--- config.mk ---
export PLATFORM = sky130hd
export DESIGN_NAME = program_mode_ctrl
export DESIGN_NICKNAME = d
export VERILOG_FILES = /design/src/rtl/program_mode_ctrl.sv
export SDC_FILE = /design/constraint.sdc
export NUM_CORES = 1
export LEC_CHECK = 0
export CAP_MARGIN = 40
export CORE_UTILIZATION = 50
export DETAILED_ROUTE_END_ITERATION = 8
export PLACE_DENSITY = 0.75
export SLEW_MARGIN = 20
export SYNTH_ARGS = -nofsm -noshare
export SYNTH_HDL_FRONTEND = slang
export SYNTH_SLANG_ARGS = --single-unit
--- constraint.sdc ---
create_clock -name clk_100Hz -period 2.2 [get_ports clk_100Hz]
set_input_delay 0.33 -clock clk_100Hz [delete_from_list [all_inputs] [get_ports clk_100Hz]]
set_output_delay 0.33 -clock clk_100Hz [all_outputs]
set_load 0.01 [all_outputs]
--- src/rtl/program_mode_ctrl.sv ---
// program_mode_ctrl: timed multi-field program-mode controller.
// A single 100 Hz clock is divided internally into 1 s ticks. A trigger rise
// opens an edit session over NUM_FIELDS fields. Each button rise saves one field.
// Every field has its own TIMEOUT_S window. An error_detection level aborts the
// session into a timed ERROR indication that lasts ERR_HOLD_S seconds.
//
// Ports
//   clk_100Hz           in   system clock, rising edge
//   rst_n               in   asynchronous active-low reset
//   trigger             in   rising edge requests entry to program mode
//   error_detection     in   level; high while editing aborts the session
//   button_signal       in   rising edge saves the current field
//   seconds_left        out  seconds remaining in the current window
//   field_sel           out  index of the field being edited
//   active_program_mode out  high while editing
//   saved               out  1-cycle pulse per saved field
//   all_saved           out  1-cycle pulse when the last field is saved
//   timed_out           out  1-cycle pulse on window expiry
//   error_flag          out  high while in ERROR
module program_mode_ctrl #(
  parameter int unsigned NUM_FIELDS    = 2,
  parameter int unsigned TIMEOUT_S     = 5,
  parameter int unsigned ERR_HOLD_S    = 2,
  parameter int unsigned TICKS_PER_SEC = 100,
  parameter int unsigned SEC_W         = 3,
  parameter int unsigned FIELD_W       = 1
) (
  input  logic               clk_100Hz,
  input  logic               rst_n,
  input  logic               trigger,
  input  logic               error_detection,
  input  logic               button_signal,
  output logic [SEC_W-1:0]   seconds_left,
  output logic [FIELD_W-1:0] field_sel,
  output logic               active_program_mode,
  output logic               saved,
  output logic               all_saved,
  output logic               timed_out,
  output logic               error_flag
);

  localparam int unsigned PRESC_W = (TICKS_PER_SEC > 2) ? $clog2(TICKS_PER_SEC) : 1;

  localparam logic [PRESC_W-1:0] PRESC_MAX   = PRESC_W'(TICKS_PER_SEC - 1);
  localparam logic [SEC_W-1:0]   SEC_TIMEOUT = SEC_W'(TIMEOUT_S);
  localparam logic [SEC_W-1:0]   SEC_ERR     = SEC_W'(ERR_HOLD_S);
  localparam logic [SEC_W-1:0]   SEC_ONE     = SEC_W'(1);
  localparam logic [FIELD_W-1:0] FIELD_LAST  = FIELD_W'(NUM_FIELDS - 1);

  typedef enum logic [1:0] {
    S_IDLE  = 2'd0,
    S_EDIT  = 2'd1,
    S_ERROR = 2'd2
  } state_e;

  state_e             state_q, state_d;
  logic [PRESC_W-1:0] presc_q, presc_d;
  logic [SEC_W-1:0]   sec_q, sec_d;
  logic [FIELD_W-1:0] field_q, field_d;
  logic               active_q, active_d;
  logic               saved_q, saved_d;
  logic               all_saved_q, all_saved_d;
  logic               timed_out_q, timed_out_d;
  logic               err_q, err_d;
  logic               trig_hist_q, btn_hist_q;

  logic               trig_rise, btn_rise, sec_tick;
  logic [PRESC_W-1:0] presc_next;

  assign trig_rise  = trigger & ~trig_hist_q;
  assign btn_rise   = button_signal & ~btn_hist_q;
  assign sec_tick   = (presc_q == PRESC_MAX);
  assign presc_next = sec_tick ? '0 : presc_q + PRESC_W'(1);

  // Next-state and output decode; prescaler stays cleared unless a window is running.
  always_comb begin
    state_d     = state_q;
    presc_d     = '0;
    sec_d       = sec_q;
    field_d     = field_q;
    active_d    = active_q;
    err_d       = err_q;
    saved_d     = 1'b0;
    all_saved_d = 1'b0;
    timed_out_d = 1'b0;

    case (state_q)
      S_IDLE: begin
        if (trig_rise) begin
          state_d  = S_EDIT;
          sec_d    = SEC_TIMEOUT;
          field_d  = '0;
          active_d = 1'b1;
        end
      end

      S_EDIT: begin
        presc_d = presc_next;
        if (error_detection) begin
          state_d  = S_ERROR;
          presc_d  = '0;
          sec_d    = SEC_ERR;
          active_d = 1'b0;
          err_d    = 1'b1;
        end else if (btn_rise && (field_q != FIELD_LAST)) begin
          saved_d = 1'b1;
          field_d = field_q + FIELD_W'(1);
          sec_d   = SEC_TIMEOUT;
          presc_d = '0;
        end else if (btn_rise) begin
          saved_d     = 1'b1;
          all_saved_d = 1'b1;
          state_d     = S_IDLE;
          presc_d     = '0;
          sec_d       = '0;
          field_d     = '0;
          active_d    = 1'b0;
        end else if (sec_tick && (sec_q == SEC_ONE)) begin
          timed_out_d = 1'b1;
          state_d     = S_IDLE;
          presc_d     = '0;
          sec_d       = '0;
          field_d     = '0;
          active_d    = 1'b0;
        end else if (sec_tick) begin
          sec_d = sec_q - SEC_ONE;
        end
      end

      S_ERROR: begin
        presc_d = presc_next;
        if (sec_tick && (sec_q == SEC_ONE)) begin
          state_d  = S_IDLE;
          presc_d  = '0;
          sec_d    = '0;
          field_d  = '0;
          active_d = 1'b0;
          err_d    = 1'b0;
        end else if (sec_tick) begin
          sec_d = sec_q - SEC_ONE;
        end
      end

      default: begin
        state_d  = S_IDLE;
        sec_d    = '0;
        field_d  = '0;
        active_d = 1'b0;
        err_d    = 1'b0;
      end
    endcase
  end

  // State, outputs and edge history. History resets high so an input already
  // high at reset release is not seen as a rising edge.
  always_ff @(posedge clk_100Hz or negedge rst_n) begin
    if (!rst_n) begin
      state_q     <= S_IDLE;
      presc_q     <= '0;
      sec_q       <= '0;
      field_q     <= '0;
      active_q    <= 1'b0;
      saved_q     <= 1'b0;
      all_saved_q <= 1'b0;
      timed_out_q <= 1'b0;
      err_q       <= 1'b0;
      trig_hist_q <= 1'b1;
      btn_hist_q  <= 1'b1;
    end else begin
      state_q     <= state_d;
      presc_q     <= presc_d;
      sec_q       <= sec_d;
      field_q     <= field_d;
      active_q    <= active_d;
      saved_q     <= saved_d;
      all_saved_q <= all_saved_d;
      timed_out_q <= timed_out_d;
      err_q       <= err_d;
      trig_hist_q <= trigger;
      btn_hist_q  <= button_signal;
    end
  end

  assign seconds_left        = sec_q;
  assign field_sel           = field_q;
  assign active_program_mode = active_q;
  assign saved               = saved_q;
  assign all_saved           = all_saved_q;
  assign timed_out           = timed_out_q;
  assign error_flag          = err_q;

endmodule

==> impl_metrics.csv <==
group,metric,value,unit
clocking,cts.clk_slew.worst_paths,0.12,ns
critical_path,cp-end-kind,"flop",
routing,drc,0,
clocking,post_cts_resized,0,
critical_path,crit_path_end,"state_q[1]$_DFFE_PN0P_",
critical_path,r2r_end,"state_q[1]$_DFFE_PN0P_",
timing,max_slew.worst_pin.slew,0.500,ns
layout,drive_above_1_share,9.02,%
routing,wire_per_inst,14.3,um
critical_path,worstSetupPathType,"flop to flop",
timing,relSlewSlack,66.2,%
routing,final_antenna_net_count,0,
place,dp_hpwl,1550,um
critical_path,critPathArrivalTime,2.13,ns
critical_path,rrSetupSlack,0.27,ns
critical_path,rr_worst_depth,6,
min_path,hold_path.class,"input port to asynchronous set/reset pin",
layout,largest_reg_flops,7,
synth,avgSynthCellArea,10.1,sq um
synth,async_flop_share,100,%
floorplan,core-area,1980,sq um
run,drv_cap,0,
place,gp_congestion,0.812,
routing,first_pass_iters,4,
timing,finalSetupViolCount,0,
power,power_density,1070,nW/um^2
place,dp.cells,145,
synth,synth_nets,117,
floorplan,io_pins,14,
critical_path,r2r_start,"seconds_left[1]$_DFFE_PN0P_",
grt,grt.met1_usage,30.6,%
floorplan,start_util,53.7,%
routing,drt_wl_total,2130,um
clocking,cts.hold.buffers_added,0,
power,irDropWorstVdd,0.860,mV
timing,maxSlewViolCount,0,
routing,vias_per_cell,5.54,
grt,grt_pass1_vias,733,
critical_path,cp-startpoint,"seconds_left[1]$_DFFE_PN0P_",
synth,synth_top_area_share,42.3,%
grt,grt_start_max_net_pins,21,
layout,top_register,"presc_q",
clocking,ctsHtreeMaxLevel,1,
floorplan,die-area,2320,sq um
clocking,postCtsSetupRepairBufs,0,
clocking,cts_buffers,3,
grt,met2_usage,33.9,%
routing,via_count,826,
clocking,clockBufferDepth,2,
clocking,cts_root_buf,"clkbuf_4",
clocking,cts_sinks,20,
place,portBuffers,13,
floorplan,die_x,48.1,um
grt,grtUsageTotal,22.0,%
grt,antenna_found_initial,0,
grt,grt_pass1_wl,3440,um
layout,area_delta_synth_final,20.7,%
clocking,insertion_delay,0.30,ns
synth,synth_seq_cells,20,
critical_path,critPathMaxFanout,4,
timing,post-route-period-util,87.6,%
power,p_leak,0.597,nW
floorplan,rows,16,
routing,first_iter_violations,13,
synth,postSynthCellCount,105,
layout,n_antenna_cell,0,
outcome,status,"completed",
synth,synth_top_area_cell,"dfrtp_1",
synth,synth-main-ff-cell,"dfrtp_1",
grt,use_met3,6.67,%
grt,grt-ovfl-total,0,
critical_path,crit_path_start_kind,"flop",
synth,ys_warn_count,0,
timing,fmax,519,MHz
layout,nets,135,
timing,finalSetupTns,0,ns
grt,grt.busiest_layer,"met2",
synth,ys_top_cells_by_area,"dfrtp_1 42%, ha_1 8.2%, dfstp_2 4.9%, nor2_1 3.9%, nand4b_1 3.3%",
layout,postLayoutCoreUtil,64.8,%
floorplan,die_height,48.1,um
power,p_total,1.38,mW
synth,synth_edf_count,0,
layout,layout.cells.non_filler,149,
timing,finalHoldViolCount,0,
clocking,cts_tree,"yes",
synth,synthDistinctLibCells,33,
timing,fin_worst_skew,0.00985,ns
synth,syn_area,1060,sq um
synth,ys_seq_area_share,47.2,%
critical_path,required,2.41,ns
timing,fin_crit,1.93,ns
timing,rsz0062_at_grt,"false",
[critical path, cell delays in order (launching register included)]
cell	delay (ns)
dfrtp_1	0.42
inv_1	0.09
ha_1	0.17
or4b_1	0.45
or2_4	0.26
and4b_1	0.19
a211o_1	0.26
[Yosys cell counts, drive strengths merged (2+ instances only)]
master,n
inv,9
nand4bb,2
nand2,3
and3,3
or4b,2
dfstp,2
xor2,2
nand4b,4
a31oi,3
nand3,5
a21oi,5
nor2,11
a21o,2
and2,2
dfrtp,18
ha,7
nand2b,2
a211oi,2
o21ai,6
xnor2,3
or3,2
[placed cells by master, fill, tap and decap left out, types with 3 or more instances in the layout]
master,synthesis,routed
a21oi_1,5,5
a31oi_1,3,3
and3_1,3,3
clkbuf_4,0,3
clkdlybuf4s50_1,0,13
dfrtp_1,18,18
ha_1,7,7
inv_1,9,9
nand2_1,3,3
nand3_1,5,5
nand4b_1,4,4
nor2_1,11,11
o21ai_0,6,6
xnor2_1,3,3
[final cells by class]
type | instances | area (sq um)
Inverter | 9 | 33.8
Clock inverter | 1 | 30.0
Sequential cell | 20 | 503
Fill cell | 152 | 697
Timing Repair Buffer | 14 | 138
Multi-Input combinational cell | 75 | 524
Tap cell | 27 | 33.8
Clock buffer | 3 | 22.5
[cell families (layout without fill, tap and decap cells)]
logic type               Yosys count  in the layout  share of synthesized area, %
flip-flops                        20             20                          47.2
multiplexers                       1              1                         0.940
AND/OR/NAND/NOR                   41             41                          23.6
XOR/XNOR                           5              5                          4.11
adder cells (fa/ha/maj)            7              7                          8.23
AO/OA/AOI/OAI                     21             21                          12.3
buffers and inverters             10             27                          3.52
[per-stage QoR]
step / area (sq um) / setup slack, ns / hold slack [ns]
2_1_floorplan: 1060 / 0.306 / 0.0344
3_3_place_gp: 1230 / 0.319 / 0.438
3_5_place_dp: 1230 / 0.271 / 0.455
4_1_cts: 1280 / 0.273 / 0.345
5_1_grt: 1280 / 0.180 / 0.374
6_report: 1280 / 0.272 / 0.341
[per-layer routing]
layer	vias up	wire [um]	share of wire, %
met5	-	0	0
met4	0	13	0.61
met3	2	80	3.8
met2	25	991	47
met1	396	1040	49
li1	403	-	-
[how the worst min path moves through the flow]
stage                                           end  slack [ns]            startpoint  depth (start not counted)
floorplan           active_program_mode$_DFFE_PN0P_        0.03                 rst_n                          0
global placement               presc_q[0]$_DFF_PN0_        0.44  presc_q[0]$_DFF_PN0_                          1
detailed placement             presc_q[0]$_DFF_PN0_        0.45  presc_q[0]$_DFF_PN0_                          1
CTS                          state_q[0]$_DFFE_PN0P_        0.34                 rst_n                          2
global route                   presc_q[6]$_DFF_PN0_        0.37                 rst_n                          2
finish                         presc_q[6]$_DFF_PN0_        0.34                 rst_n                          2
[report_power, final]
| part | internal [mW] | total, mW | switching [mW] |
|---|---|---|---|
| registers | 0.440 | 0.506 | 0.0653 |
| logic | 0.255 | 0.575 | 0.320 |
| clock network | 0.184 | 0.297 | 0.113 |
| total | 0.879 | 1.38 | 0.499 |
Note: power is estimated with default switching activity, not from simulation.
